### config.mk
export PLATFORM = sky130hd
export DESIGN_NAME = pipeline_hazard_ctrl
export DESIGN_NICKNAME = d
export VERILOG_FILES = /design/src/rtl/pipeline_hazard_ctrl.sv
export SDC_FILE = /design/constraint.sdc
export NUM_CORES = 1
export LEC_CHECK = 0
export BUFFER_PORTS_ARGS = -buffer_cell sky130_fd_sc_hd__buf_4
export CORE_UTILIZATION = 53
export CTS_CLUSTER_SIZE = 14
export DETAILED_ROUTE_END_ITERATION = 16
export PLACE_DENSITY = 0.86
export SLEW_MARGIN = 0
export SYNTH_ARGS = -nofsm -noshare
export SYNTH_HDL_FRONTEND = slang
export SYNTH_SLANG_ARGS = --single-unit
### constraint.sdc
create_clock -name clk -period 2.95 [get_ports clk]
set_input_delay 0.4425 -clock clk [delete_from_list [all_inputs] [get_ports clk]]
set_output_delay 0.4425 -clock clk [all_outputs]
set_load 0.05 [all_outputs]
### src/rtl/pipeline_hazard_ctrl.sv
// Purpose: stall/flush sequencer for the 5-stage core, with trap/MRET sequencing and a stall-cycle counter.
// Latency: stall/flush outputs are combinational from ID/EX/MEM status; trap/MRET pulses follow detection by one cycle.
// Backpressure: mem_busy freezes IF..MEM and bubbles WB; load-use and CSR hazards hold IF/ID and bubble EX.
module pipeline_hazard_ctrl #(
  parameter int RF_W  = 5,
  parameter int CNT_W = 32
) (
  input  logic             clk,
  input  logic             rst_b,
  input  logic             id_valid,
  input  logic             id_rs1_read,
  input  logic             id_rs2_read,
  input  logic [RF_W-1:0]  id_rs1_regid,
  input  logic [RF_W-1:0]  id_rs2_regid,
  input  logic             id_csr,
  input  logic             ex_valid,
  input  logic             ex_mem_read,
  input  logic             ex_reg_write,
  input  logic [RF_W-1:0]  ex_rd,
  input  logic             ex_redirect,
  input  logic             mem_valid,
  input  logic             mem_busy,
  input  logic             mem_exception,
  input  logic             mem_mret,
  output logic             if_stall,
  output logic             id_stall,
  output logic             ex_stall,
  output logic             mem_stall,
  output logic             id_flush,
  output logic             ex_flush,
  output logic             mem_flush,
  output logic             wb_flush,
  output logic             trap_take,
  output logic             mret_take,
  output logic [CNT_W-1:0] stall_count
);

  typedef enum logic [1:0] {
    ST_RUN  = 2'd0,
    ST_TRAP = 2'd1,
    ST_MRET = 2'd2
  } state_t;

  state_t state;
  state_t state_nxt;

  logic evt_trap;
  logic evt_mret;
  logic evt_take;
  logic rs1_hit;
  logic rs2_hit;
  logic load_use;
  logic csr_wait;
  logic redirect;

  localparam logic [CNT_W-1:0] CNT_MAX = {CNT_W{1'b1}};
  localparam logic [CNT_W-1:0] CNT_ONE = {{(CNT_W-1){1'b0}}, 1'b1};
  localparam logic [RF_W-1:0]  REG_X0  = '0;

  // Hazard and event decode from the current ID/EX/MEM status.
  always_comb begin
    // An exception outranks MRET when both are flagged on the same instruction.
    evt_trap = mem_valid & mem_exception & ~mem_busy;
    evt_mret = mem_valid & mem_mret & ~mem_busy & ~mem_exception;
    evt_take = evt_trap | evt_mret;
    redirect = ex_redirect & ex_valid;
    // x0 is hardwired zero, so a load targeting it never produces a dependency.
    rs1_hit  = id_rs1_read & (id_rs1_regid == ex_rd);
    rs2_hit  = id_rs2_read & (id_rs2_regid == ex_rd);
    load_use = ex_valid & ex_mem_read & ex_reg_write & (ex_rd != REG_X0) &
               id_valid & (rs1_hit | rs2_hit);
    // CSR accesses wait until nothing older is left in EX or MEM.
    csr_wait = id_valid & id_csr & (ex_valid | mem_valid);
  end

  // Sequencer state register; reset always lands in RUN so a pending pulse is dropped.
  always_ff @(posedge clk or negedge rst_b) begin
    if (!rst_b) begin
      state <= ST_RUN;
    end else begin
      state <= state_nxt;
    end
  end

  // Next state and stage controls; RUN applies the hazard priority list.
  always_comb begin
    state_nxt = ST_RUN;
    if_stall  = 1'b0;
    id_stall  = 1'b0;
    ex_stall  = 1'b0;
    mem_stall = 1'b0;
    id_flush  = 1'b0;
    ex_flush  = 1'b0;
    mem_flush = 1'b0;
    wb_flush  = 1'b0;
    trap_take = 1'b0;
    mret_take = 1'b0;
    unique case (state)
      ST_TRAP: begin
        // The faulting instruction is now in WB; kill it along with everything younger.
        trap_take = 1'b1;
        id_flush  = 1'b1;
        ex_flush  = 1'b1;
        mem_flush = 1'b1;
        wb_flush  = 1'b1;
      end
      ST_MRET: begin
        mret_take = 1'b1;
        id_flush  = 1'b1;
        ex_flush  = 1'b1;
        mem_flush = 1'b1;
        wb_flush  = 1'b1;
      end
      default: begin
        if (evt_take) begin
          // Kill younger instructions now; the MEM instruction moves on to WB.
          id_flush  = 1'b1;
          ex_flush  = 1'b1;
          mem_flush = 1'b1;
          state_nxt = evt_trap ? ST_TRAP : ST_MRET;
        end else if (mem_busy) begin
          // Bus wait: freeze everything up to MEM, WB gets a bubble.
          if_stall  = 1'b1;
          id_stall  = 1'b1;
          ex_stall  = 1'b1;
          mem_stall = 1'b1;
          wb_flush  = 1'b1;
        end else if (redirect) begin
          // Wrong-path instructions in IF->ID and ID->EX are discarded; no stall needed.
          id_flush = 1'b1;
          ex_flush = 1'b1;
        end else if (load_use | csr_wait) begin
          // Hold the ID instruction and push a bubble into EX.
          if_stall = 1'b1;
          id_stall = 1'b1;
          ex_flush = 1'b1;
        end
      end
    endcase
  end

  // Saturating count of cycles in which fetch is held.
  always_ff @(posedge clk or negedge rst_b) begin
    if (!rst_b) begin
      stall_count <= '0;
    end else if (if_stall && (stall_count != CNT_MAX)) begin
      stall_count <= stall_count + CNT_ONE;
    end
  end

endmodule
Word-level counts from Yosys, hierarchy flattened
Index checks and enable logic that the tools add are counted.
{"block": "word_totals", "register_bits": 34, "latchBits": 0, "ramBits": 0, "romBits": 0, "inputBits": 29, "out_inout_bits": 42, "elab_cells": 56, "n_memories": 0}
{"block": "classes", "n_addsub": 1, "multipliers": 0, "n_div": 0, "n_lt_le_gt_ge": 0, "eq_ne": 5, "shifts": 0, "mux": 24, "bitwise": 21, "n_reduce_logical": 3}
{"op": "$add A32 B1 Y32 const B", "count": 1}
{"op": "$ne A32 B32 Y1 const B", "count": 1}
{"op": "$mux W1", "count": 21}
{"op": "$and A1 B1 Y1", "count": 15}
{"op": "$eq A5 B5 Y1", "count": 2}
{"op": "$mux W2", "count": 3}
{"op": "$reduce_bool A5 Y1", "count": 1}
{"op": "$or A1 B1 Y1", "count": 4}
{"op": "$eq A2 B1 Y1 const B", "count": 1}
{"op": "$eq A2 B2 Y1 const B", "count": 1}
{"op": "$not A1 Y1", "count": 2}
{"op": "$reduce_or A2 Y1", "count": 1}
{"op": "$logic_and A1 B1 Y1", "count": 1}

Logic depth before layout (Yosys ltp)
{"block": "logic_depth", "ltp_word": 12, "depth_mapped": 9, "mapped_depth_nobuf": 8}

Least setup slack after synthesis
Ideal clock, no wire load.
{"block": "synth_timing", "path_type": "input-to-output", "startpoint": "input port mem_busy", "endpoint": "output port if_stall", "t_arrival_ps": 2503, "required_time_ps": 2508, "slack_ps": 4, "cell_stages": 7, "n_path_buf": 2, "path_cell_list": "nand2b_1 o21ai_1 o21ba_2 a31oi_1 buf_2 inv_1 buf_4"}
{"block": "synth_via", "elab_chain_len": 6}
{"element": "start, declared", "line_no": "22", "source": "input logic mem_busy,"}
{"element": "$not A1 Y1", "line_no": "63, 64"}
{"element": "$and A1 B1 Y1 (2 in series)", "line_no": "64", "source": "evt_mret = mem_valid & mem_mret & ~mem_busy & ~mem_exception;"}
{"element": "$or A1 B1 Y1", "line_no": "65", "source": "evt_take = evt_trap | evt_mret;"}
{"element": "$mux W1 (*) (2 in series)"}
{"element": "end, declared", "line_no": "25", "source": "output logic if_stall,"}
Every way passes the cells marked *; elsewhere a longest branch is shown, timed or not.

Worst setup path in the final report
{"block": "layout_timing", "startpoint": "register state[0]", "endpoint": "output port if_stall"}
{"block": "layout_via", "elab_chain_len": 3}
{"element": "start, declared", "line_no": "44", "source": "state_t state;"}
{"element": "start signal, assigned", "line_no": "81", "source": "state <= state_nxt;"}
{"element": "$eq A2 B2 Y1 or $eq A2 B1 Y1 (tied branches)", "line_no": "98", "source": "unique case (state)"}
{"element": "$reduce_or A2 Y1 (no source line) (*)"}
{"element": "$mux W1 (*)", "line_no": "98"}
Marked as above.

==> metrics.md <==
| Metric | Value |
|---|---|
| Via density | 5.35 |
| Pre-CTS WS | 0.686 ns |
| Area after DPL | 2540 um2 |
| WS Path Type | flip-flop to output pin |
| P_int | 0.000851 W |
| Htree depth | 2 |
| CTS tree | built |
| Largest net degree at the start of global routing | 35 |
| Sequential area share after synthesis | 0.433 |
| Die X | 62.9 um |
| Post-synth cell types | 39 |
| Final Hold Fails | 0 |
| Final Worst Setup Slack | 0.458 ns |
| RSZ-0062 raised after global routing | false |
| WL/cell | 14.0 um |
| Worst slew margin | 0.681 |
| Setup bufs post-CTS | 0 |
| Hold-fix buffers, CTS | 0 |
| # clock sinks | 34 |
| Core area | 3440 um2 |
| Drt first pass iters | 4 |
| Mean Syn Cell Area | 10.1 um2 |
| Slew @ Worst Pin | 0.476 ns |
| Data required, critical path | 2.51 ns |
| Max-Cap Viols | 0 |
| Vias in the first global route | 1672 |
| Worst vdd ir | 0.000636 V |
| M1 GR Usage | 0.291 |
| Yosys warns | 0 |
| I/O pin count | 71 |
| Synth Net Count | 226 |
| Crit path launch type | flip-flop |
| Clk_skew | 0.00731 ns |
| Clock tree buffer depth | 2 |
| Met2 usage | 0.417 |
| Flip-flop and latch count after synthesis | 34 |
| Total global-route track usage | 0.247 |
| Critical path arrival | 2.05 ns |
| Comb pwr share | 0.325 |
| Die height | 62.9 um |
| Crit path max fanout | 10 |
| Setup TNS | 0 ns |
| Clk_lat worst skew | 0.29 ns |
| DRC Markers | 0 |
| Post-cts resize count | 0 |
| Most frequent cells in the layout | buf_4, dfrtp_1, xor2_1, nand2_1, xnor2_1 |
| Layout area overhead | 34.2% |
| Leading cell type in the layout, fill and taps excluded | buf_4 |
| CP max stage cell | dfrtp_1 |
| Initial antenna violation count | 0 |
| Rows | 21 |
| Layout cell share with drive strength beyond 1 | 0.349 |
| P_sw | 0.000532 W |
| Initial core utilization | 0.571 |
| WP depth | 8 |
| Leak | 1.42 nW |
| Largest stage delay on the critical path | 0.37 ns |
| PnR Total Power | 0.00138 W |
| Met3 Use GR | 0.0657 |
| Crit path capture type | output pin |
| PortBufs | 70 |
| Synthesized cell area | 1970 um2 |
| Critical path's top delay family | buffers and inverters |
| Routability cong. | 0.756 |
| PwrDens | 524 nW/um2 |
| Worst path cell trace | inv_1 > ha_1 > o21ai_1 > o21ba_2 > a31oi_2 > buf_4 > inv_1 > buf_4 |
| Final Non-Filler Cells | 315 |
| Slew Viols, Final | 0 |
| Switching part of the total | 0.384 |
| Status | finished clean |
| HPWL Detailed | 3.30 mm |
| Final WL | 4.41 mm |
| Crit path time final | 2.49 ns |
| CP Buf/Inv Count | 4 |
| Hold Crit Class | input pin to asynchronous set/reset pin |
| GRT busiest layer | met2 |
| First-pass GRT wire length | 7.51 mm |
| Sequential power share | 0.413 |
| DRT iter0 DRCs | 65 |
| N_diodes | 0 |
| Worst Reg2Reg Path Length in Cells | 7 |
| Final ANT Viol Nets | 0 |
| Overflow after GRT | 0 |
| Total CTS buffers | 5 |
| Setup violators final | 0 |
| Tcrit/Tclk final | 0.845 |
| Post-route cell area | 2640 um2 |
| Dpl cells | 307 |
| Gate Count Post-Synth | 194 |
| Max Clock Freq | 401 MHz |
| Final Net Count | 300 |
| Clk pwr share | 0.262 |
| DIE AREA | 3960 um2 |
| CTS root buf | clkbuf_8 |
| DR vias | 1684 |
| Worst-path clk slew | 0.07 ns |
==> final cells by class <==
| cell class | instances | area [um2] |
|---|---|---|
| clock buffers | 6 | 82.6 |
| clock inverters | 2 | 12.5 |
| fillers | 262 | 805 |
| inverters | 6 | 22.5 |
| multi-input cells | 147 | 1060 |
| flip-flops and latches | 34 | 851 |
| well taps | 46 | 57.6 |
| repair buffers | 74 | 556 |
==> metrics by stage <==
stage	hold WS (ns)	utilization
after floorplan	0.147	-
after global placement	0.406	0.739
after detailed placement	0.408	0.739
after CTS	0.0914	0.766
after global routing	0.109	0.766
final	0.0843	0.766
==> state kept, by name, indices dropped and copies added (netlist names) <==
signal	flops
state	2
stall_count	32
==> routing by layer <==
metal | vias up | share of wire | routed length (um)
li1 | 829 | - | -
met5 | - | 0 | 0
met1 | 800 | 0.42 | 1850
met4 | 0 | 0.018 | 81
met2 | 47 | 0.51 | 2240
met3 | 8 | 0.055 | 241
==> Yosys cell counts <==
master	instances	area, um2
mux2_1	1	11.3
nor3_1	12	60.1
and4_1	1	8.76
nand3_1	5	25.0
o21ai_0	1	5.00
nor4b_2	2	30.0
or4_1	2	15.0
nor4b_1	2	17.5
xor2_1	28	245
nand4_1	7	43.8
nor3_2	1	10.0
or3_1	1	6.26
and3_1	5	31.3
buf_2	4	20.0
nand4b_4	1	23.8
a31oi_1	1	6.26
nand2_1	18	67.6
o22ai_1	1	6.26
nand2b_1	2	12.5
nor4_1	9	56.3
and4_4	1	11.3
nor4_4	1	21.3
buf_4	3	22.5
a21oi_1	2	10.0
o21ba_2	1	10.0
inv_1	6	22.5
nor2b_1	1	6.26
nor2_1	10	37.5
dfrtp_1	34	851
and3_2	1	7.51
nor3b_1	1	7.51
a21boi_0	1	7.51
nand4_2	3	37.5
xnor2_1	13	114
and2_1	6	37.5
and4b_1	1	10.0
ha_1	3	37.5
o211ai_1	1	7.51
o21ai_1	1	5.00
==> logic make-up after synthesis <==
| kind of cell | synth area share |
|---|---|
| flip-flops | 0.433 |
| buffers and inverters | 0.0331 |
| XOR/XNOR | 0.183 |
| AND/OR/NAND/NOR | 0.297 |
| adder cells (fa/ha/maj) | 0.0191 |
| multiplexers | 0.00573 |
| AO/OA/AOI/OAI | 0.0293 |
==> power groups by stage <==
stage	sequential, W	clock [W]	combinational (W)
after floorplan	0.000705	0	0.000154
after global placement	0.000569	0	0.000438
after detailed placement	0.000576	0	0.000445
after CTS	0.000568	0.000365	0.000452
after global routing	0.000577	0.000388	0.000472
final	0.000571	0.000362	0.000449
==> path summary, 6_finish.rpt <==
check	start	to	slack, ns
worst max-delay path	state[0]	if_stall	0.46
worst min-delay path	rst_b	stall_count[25]	0.08
worst max register to register	stall_count[0]	stall_count[1]	0.64
worst min register to register	stall_count[28]	stall_count[28]	0.49
max in group asynchronous	rst_b	stall_count[5]	2.56
min in group clk	mem_exception	state[0]	0.43
No activity file was read; power rests on OpenSTA's default activity.
